## config.mk

```make
export PLATFORM = sky130hd
export DESIGN_NAME = mbist_fail_logger
export DESIGN_NICKNAME = d
export VERILOG_FILES = /design/src/rtl/mbist_fail_logger.sv
export SDC_FILE = /design/constraint.sdc
export NUM_CORES = 1
export LEC_CHECK = 0
export CAP_MARGIN = 40
export CORE_ASPECT_RATIO = 0.9
export CORE_MARGIN = 2
export CORE_UTILIZATION = 45
export CTS_BUF_LIST = sky130_fd_sc_hd__clkbuf_8
export CTS_CLUSTER_SIZE = 16
export DETAILED_ROUTE_END_ITERATION = 10
export GPL_TIMING_DRIVEN = 0
export PLACE_DENSITY_LB_ADDON = 0.08
export SYNTH_ARGS = -nofsm -noshare
export SYNTH_HDL_FRONTEND = slang
export SYNTH_SLANG_ARGS = --single-unit
```

## constraint.sdc

```tcl
create_clock -name clk -period 6.6 [get_ports clk]
set_input_delay 1.32 -clock clk [delete_from_list [all_inputs] [get_ports clk]]
set_output_delay 1.32 -clock clk [all_outputs]
set_load 0.1 [all_outputs]
```

## src/rtl/mbist_fail_logger.sv

```systemverilog
// mbist_fail_logger: captures BIST read-compare mismatches into a small
// first-word-fall-through FIFO with a valid/ready drain port, and keeps a
// saturating fail count, a sticky fail flag and a sticky overflow flag.
module mbist_fail_logger #(
    parameter int ADDR_W = 6,
    parameter int DATA_W = 8,
    parameter int PAT_W  = 3,
    parameter int DEPTH  = 4,
    parameter int CNT_W  = 8
) (
    input  logic              clk,
    input  logic              rst,
    input  logic              clr,
    input  logic              test_active,
    input  logic              cmp_valid,
    input  logic [ADDR_W-1:0] cmp_addr,
    input  logic [DATA_W-1:0] cmp_exp,
    input  logic [DATA_W-1:0] cmp_act,
    input  logic [PAT_W-1:0]  cmp_pat,
    input  logic              rd_ready,
    output logic              rd_valid,
    output logic [ADDR_W-1:0] rd_addr,
    output logic [DATA_W-1:0] rd_exp,
    output logic [DATA_W-1:0] rd_act,
    output logic [PAT_W-1:0]  rd_pat,
    output logic [DATA_W-1:0] rd_syn,
    output logic              fail_sticky,
    output logic [CNT_W-1:0]  fail_count,
    output logic              overflow,
    output logic              logging
);

    localparam int PTR_W = (DEPTH > 1) ? $clog2(DEPTH) : 1;
    localparam int OCC_W = PTR_W + 1;
    localparam int ENT_W = ADDR_W + 2 * DATA_W + PAT_W;

    typedef enum logic [1:0] {
        S_IDLE,
        S_LOG,
        S_HOLD
    } state_t;

    state_t             r_state;
    logic [ENT_W-1:0]   r_mem [DEPTH];
    logic [PTR_W-1:0]   r_wptr;
    logic [PTR_W-1:0]   r_rptr;
    logic [OCC_W-1:0]   r_occ;
    logic [CNT_W-1:0]   r_fail_count;
    logic               r_sticky;
    logic               r_overflow;

    logic               w_run_start;
    logic               w_mismatch;
    logic               w_full;
    logic               w_nonempty;
    logic               w_pop;
    logic               w_push;
    logic [ENT_W-1:0]   w_new_entry;
    logic [ENT_W-1:0]   w_head;

    assign w_run_start = (r_state != S_LOG) && test_active;
    assign w_mismatch  = (r_state == S_LOG) && cmp_valid && (cmp_exp != cmp_act);
    assign w_full      = (r_occ == OCC_W'(DEPTH));
    assign w_nonempty  = (r_occ != '0);
    assign w_pop       = w_nonempty && rd_ready && (r_state != S_IDLE);
    // A full FIFO still accepts a new entry when the head leaves in the same cycle.
    assign w_push      = w_mismatch && (!w_full || w_pop);
    assign w_new_entry = {cmp_addr, cmp_exp, cmp_act, cmp_pat};
    assign w_head      = r_mem[r_rptr];

    // Run-control FSM plus FIFO pointers, occupancy and fail statistics.
    always_ff @(posedge clk or posedge rst) begin
        if (rst) begin
            r_state      <= S_IDLE;
            r_wptr       <= '0;
            r_rptr       <= '0;
            r_occ        <= '0;
            r_fail_count <= '0;
            r_sticky     <= 1'b0;
            r_overflow   <= 1'b0;
        end else if (clr) begin
            r_state      <= S_IDLE;
            r_wptr       <= '0;
            r_rptr       <= '0;
            r_occ        <= '0;
            r_fail_count <= '0;
            r_sticky     <= 1'b0;
            r_overflow   <= 1'b0;
        end else if (w_run_start) begin
            // Entering LOG from IDLE or HOLD starts a fresh run; any pending pop is discarded.
            r_state      <= S_LOG;
            r_wptr       <= '0;
            r_rptr       <= '0;
            r_occ        <= '0;
            r_fail_count <= '0;
            r_sticky     <= 1'b0;
            r_overflow   <= 1'b0;
        end else begin
            if (r_state == S_LOG && !test_active) begin
                r_state <= S_HOLD;
            end
            if (w_push) begin
                r_wptr <= r_wptr + PTR_W'(1);
            end
            if (w_pop) begin
                r_rptr <= r_rptr + PTR_W'(1);
            end
            if (w_push && !w_pop) begin
                r_occ <= r_occ + OCC_W'(1);
            end else if (w_pop && !w_push) begin
                r_occ <= r_occ - OCC_W'(1);
            end
            if (w_mismatch) begin
                r_sticky <= 1'b1;
                if (r_fail_count != '1) begin
                    r_fail_count <= r_fail_count + CNT_W'(1);
                end
                if (!w_push) begin
                    r_overflow <= 1'b1;
                end
            end
        end
    end

    // Entry storage; contents only matter while counted as occupied, so no reset.
    always_ff @(posedge clk) begin
        if (w_push && !clr) begin
            r_mem[r_wptr] <= w_new_entry;
        end
    end

    assign rd_valid    = w_nonempty;
    assign rd_addr     = w_nonempty ? w_head[ENT_W-1 -: ADDR_W]                     : '0;
    assign rd_exp      = w_nonempty ? w_head[PAT_W+2*DATA_W-1 -: DATA_W]            : '0;
    assign rd_act      = w_nonempty ? w_head[PAT_W+DATA_W-1 -: DATA_W]              : '0;
    assign rd_pat      = w_nonempty ? w_head[PAT_W-1:0]                             : '0;
    assign rd_syn      = rd_exp ^ rd_act;
    assign fail_sticky = r_sticky;
    assign fail_count  = r_fail_count;
    assign overflow    = r_overflow;
    assign logging     = (r_state == S_LOG);

endmodule

```

==> results.cfg, run 1 <==
[clocking]
cts_buffers = 17
clk_pin_slew_worst_paths_ns = 0.07
cts-root-buf = clkbuf_8
cts_buffer_depth = 2
post-cts-setup-buffers = 0
clkSinkCount = 119
cts_resized = 0
hold_buffers = 0
htreeDepth = 4
cts_tree = done
clock_latency_ns = 0.41

[worst_setup_path]
crit_type = reg2out
cp.arrival_ns = 2.91
cp-start-kind = flop
cp_num_buf_inv = 4
critPathTopFamily = buffers and inverters
rrSetupSlack_ns = 4.08
crit_chain = clkbuf_1, buf_2, mux4_2, xnor2_1, nor2_1, clkdlybuf4s50_1, buf_8
worstSetupEndpointType = primary output
worstPathMaxFanout = 10
cpPeakStageDelay_ns = 0.53
crit_slowest_cell = clkdlybuf4s50_1
cp.required_ns = 5.28

[run]
drv_cap = 0

[floorplanning]
start_util = 0.463
core_area_um2 = 10900
die_h_um = 104
die_w_um = 115
rows = 36
die_area_um2 = 12000
io_pins = 76

[final_layout]
drive_gt1_frac = 0.253
stdcell_count = 610
fin_util = 0.658
synthToLayoutAreaGrowth_pct = 42.1
nNetsFinal = 483
diodes = 0
final_cell_area_um2 = 7140

[logic_synthesis]
synth.distinct_cells = 34
syn_area_um2 = 5030
synthCells = 301
synth_seq_cells = 119
synth.area.top_cells = edfxtp_1, mux4_2, dfrtp_1
yosys_warnings = 0
synth_seq_area_share = 0.692
syn_avg_cell_area_um2 = 16.7
yosysTopAreaCellShare = 0.597
postSynthNetCount = 339
yosysTopAreaCell = edfxtp_1

[min_path]
min-delay-path-class = reg2reg

[drt]
dr.pass1.iters = 4
drc_errors = 0
routed_wl_um = 9940
via_per_inst = 4.96
wl_per_cell_um = 16.3
dr.first_iter.drc_count = 105
drt.antenna.violating_nets = 0
vias = 3026

[sta]
max-slew-margin-rel = 0.496
finalCriticalPeriod_ns = 4.23
min_period_over_period = 0.641
hold_viol = 0
clock_skew_ns = 0.00784
finalSetupViolations = 0
fmax_mhz = 236
rsz0062_at_grt = no
tns_ns = 0
maxSlewViolCount = 0
tightest_slew_ns = 0.756

[placement]
globalplace.congestion = 0.763
dp_hpwl_um = 6850
postPlaceCellArea_um2 = 6750
dpl.cell_count = 578
io_buffer_count = 75

[grt]
grt_max_degree = 20
grtUsageTotal = 0.178
overflow = 0
antenna_found_initial = 0
first_global_vias = 3122
grt_pass1_wl_um = 16000

[pwr]
p_leak_nw = 2.49
power_mw = 1.74
p_per_area_nw_per_um2 = 244
ir_worst_vdd_mv = 0.134

[outcome]
status = completed
==> logic make-up (layout without fill, tap and decap cells) <==
kind of cell    Yosys count  in the layout  share of synthesized area
compound gates           25             25                     0.0309
xor+xnor                 20             20                     0.0348
fa+ha+maj                 7              7                     0.0189
buf+inv                  22            179                     0.0199
flops                   119            119                      0.692
mux                      26             26                      0.114
simple gates             82             82                     0.0896
==> worst min-delay path, cell delays in order (launching register included) <==
cell     delay, ns
dfrtp_1       0.35
a21oi_1       0.04
nor2_1        0.08
==> routing by layer <==
layer  track usage  up-vias  wire, um
met1         0.238     1497      4150
met4        0.0516        0        77
met2         0.288       83      5210
met5             0        -         0
met3        0.0472        5       510
li1              -     1441         -
==> cell usage in the layout (no fill, tap or decap), types with 4 or more instances in the layout <==
cell and instances:
o21ai_0 5, buf_8 46, nand3_1 6, nand2_1 6, clkdlybuf4s50_1 75, and3_1 5, nand4_1 4, or4_1 4
xnor2_1 18, mux4_2 25, buf_2 6, inv_1 11, edfxtp_1 100, nor2_1 23, clkbuf_1 5, clkbuf_8 17
ha_1 6, dfrtp_1 19, nor2b_1 25, clkinv_2 5, a21oi_1 12
==> flip-flops by register name, indices dropped and copies added (netlist names) <==
name         flops
fail_count       8
fail_sticky      1
overflow         1
r_mem          100
r_occ            3
r_rptr           2
r_state          2
r_wptr           2
==> area by class of cell <==
class	instances	area, um^2
Fill cell	767	3710
Sequential cell	119	3480
Timing Repair Buffer	125	1530
Multi-Input combinational cell	160	1450
Inverter	10	37.5
Clock inverter	15	164
Tap cell	152	190
Clock buffer	17	234
Buffer	12	62.6
==> metrics by stage <==
step | setup WS (ns) | hold WS (ns)
after CTS | 2.30 | 0.518
after global placement | 2.14 | 0.492
after floorplan | 2.57 | 0.503
after detailed placement | 2.40 | 0.487
final | 2.37 | 0.517
after global routing | 2.20 | 0.531
==> cell usage after synthesis <==
cell type and n:
a21o_1 1, a21oi_1 12, a31o_2 1, and3_1 5
and4_1 3, buf_2 5, buf_4 1, buf_6 1
clkbuf_1 5, clkinv_1 1, dfrtp_1 19, edfxtp_1 100
fa_1 1, ha_1 6, inv_1 9, mux2i_1 1
mux4_2 25, nand2_1 6, nand2b_4 1, nand3_1 6
nand4_1 4, nor2_1 23, nor2b_1 25, nor3_1 3
o211a_1 1, o211ai_2 1, o21ai_0 5, o311ai_0 1
o31ai_1 3, or3_1 1, or3_2 1, or4_1 4
xnor2_1 18, xor2_1 2
==> final timing paths <==
path | endpoint | depth (start not counted) | startpoint
min in group asynchronous | fail_sticky | 2 | rst
max in group asynchronous | r_rptr[0] | 2 | rst
worst max-delay path | rd_syn[4] | 7 | r_rptr[1]
worst max register to register | r_mem[0][12] | 7 | r_state[1]
worst min-delay path | overflow | 2 | overflow
worst min register to register | overflow | 2 | overflow
==> where the power goes <==
group | switching, mW | internal, mW
combinational | 0.171 | 0.0997
clock | 0.279 | 0.368
sequential | 0.00280 | 0.820
Note: power is estimated with default switching activity, not from simulation.
==> inputs of run 2 (changes only) <==
Clock period 6.6 ns to 3.9 ns, I/O delays scaled along.
==> results of run 2 <==
Same layout as run 1 (identical final DEF). Status: completed.
Main changes from that run: setup slack after placement 2.40 ns -> 0.242 ns; setup slack after layout 2.37 ns -> 0.209 ns; register-to-register setup slack 4.08 ns -> 1.38 ns; total power 1.74 mW -> 2.94 mW; worst IR drop on VDD 0.134 mV -> 0.226 mV
==> inputs of run 3 (changes only) <==
Settings changed: CORE_UTILIZATION 45 to 56.
==> results.cfg, run 3 (synthesis results as in run 1) <==
[drt]
routed_wl_um = 11300
dr.pass1.iters = 4
drc_errors = 0
wl_per_cell_um = 19.6
drt.antenna.violating_nets = 0
vias = 3239
dr.first_iter.drc_count = 226
via_per_inst = 5.61

[final_layout]
largest_reg_flops = 100
fillers = 417
synthToLayoutAreaGrowth_pct = 42.5
multiInputGateArea_um2 = 1450
seq_area_um2 = 3480
drive_gt1_frac = 0.253
top_register = r_mem
diodes = 0
nNetsFinal = 483
fin_util = 0.828
mostFrequentLayoutCells = edfxtp_1, clkdlybuf4s50_1, buf_8, mux4_2, nor2b_1
final_common_cell = edfxtp_1

[worst_setup_path]
cp.required_ns = 3.12
crit_type = reg2out
worstSetupEndpointType = primary output
cp.arrival_ns = 2.95
worstPathMaxFanout = 10
cp-start-kind = flop
cpPeakStageDelay_ns = 0.60
crit_slowest_cell = mux4_2
crit_chain = buf_2, buf_4, mux4_2, xnor2_1, nor2_1, clkdlybuf4s50_1, buf_8
critPathTopFamily = buffers and inverters
cp_num_buf_inv = 4

[floorplanning]
die_area_um2 = 9750
die_h_um = 93.9
start_util = 0.581
core_area_um2 = 8650
rows = 32
io_pins = 76
die_w_um = 104

[sta]
fmax_mhz = 268
clock_skew_ns = 0.0136
maxSlewViolCount = 0
tightest_slew_ns = 0.783
max-slew-margin-rel = 0.478
hold_viol = 0
finalCriticalPeriod_ns = 3.73
min_period_over_period = 0.958
rsz0062_at_grt = no
finalSetupViolations = 0
tns_ns = 0
whs_ns = 0.510

[placement]
io_buffer_count = 75
globalplace.congestion = 0.744
dp_hpwl_um = 7360

[clocking]
cts-root-buf = clkbuf_8
cts_tree = done
hold_buffers = 0
cts_buffer_depth = 2
clk_pin_slew_worst_paths_ns = 0.08
cts_buffers = 17
post-cts-setup-buffers = 0
clkSinkCount = 119
clock_latency_ns = 0.43
htreeDepth = 4
cts_resized = 0

[grt]
grtUsageTotal = 0.249
antenna_found_initial = 0
first_global_vias = 3385
overflow = 0
grt_pass1_wl_um = 17800
grt_max_degree = 20

[min_path]
min-delay-path-class = reg2reg

[pwr]
p_leak_nw = 2.50
p_per_area_nw_per_um2 = 438
power_mw = 3.14
ir_worst_vdd_mv = 0.269

[outcome]
status = completed

[run]
drv_cap = 0
-- run 3: cell count changes in the layout (fill, tap and decap cells not counted), sizes merged --
cell,change
inv,+1
bufinv,+2
clkinv,-3
-- run 3: per-stage QoR --
| stage | instances | instance area [um^2] | worst slack [ns] |
|---|---|---|---|
| floorplan | 301 | 5030 | 0.410 |
| global placement | 495 | 5930 | 0.0494 |
| detailed placement | 545 | 6710 | 0.306 |
| CTS | 577 | 7160 | 0.131 |
| global route | 577 | 7160 | 0.00615 |
| finish | 577 | 7160 | 0.166 |
-- run 3: layout make-up --
class                   count  area share
repair buffers            125       0.213
flip-flops and latches    119       0.486
clock inverters            15      0.0314
inverters                  10     0.00524
multi-input cells         160       0.202
plain buffers              12     0.00873
clock buffers              17      0.0327
well taps                 119      0.0208
-- run 3: routing by layer --
metal	up-vias	track usage	part of all wire
met5	-	0	0
met4	0	0.102	0.023
met3	29	0.0513	0.052
met2	148	0.447	0.54
met1	1620	0.297	0.39
li1	1442	-	-
-- run 3: final timing paths --
path | cells after the start | start | end | slack, ns
max reg2reg | 7 | r_state[1] | r_mem[1][1] | 1.35
max in group asynchronous | 2 | rst | r_rptr[1] | 2.68
min reg2reg | 2 | fail_sticky | fail_sticky | 0.51
min | 2 | fail_sticky | fail_sticky | 0.51
min in group asynchronous | 2 | rst | fail_count[5] | 0.76
max | 7 | r_rptr[0] | rd_syn[7] | 0.17
-- run 3: tightest hold or removal path, cell delays in order (launching register included) --
cell and delay (ns):
dfrtp_1 0.35, nor2_1 0.05, nor2_1 0.08
-- run 3: report_power, final --
part	switching (mW)	internal (mW)	total, mW
registers	0.00522	1.39	1.39
clock network	0.516	0.765	1.28
logic	0.293	0.169	0.463
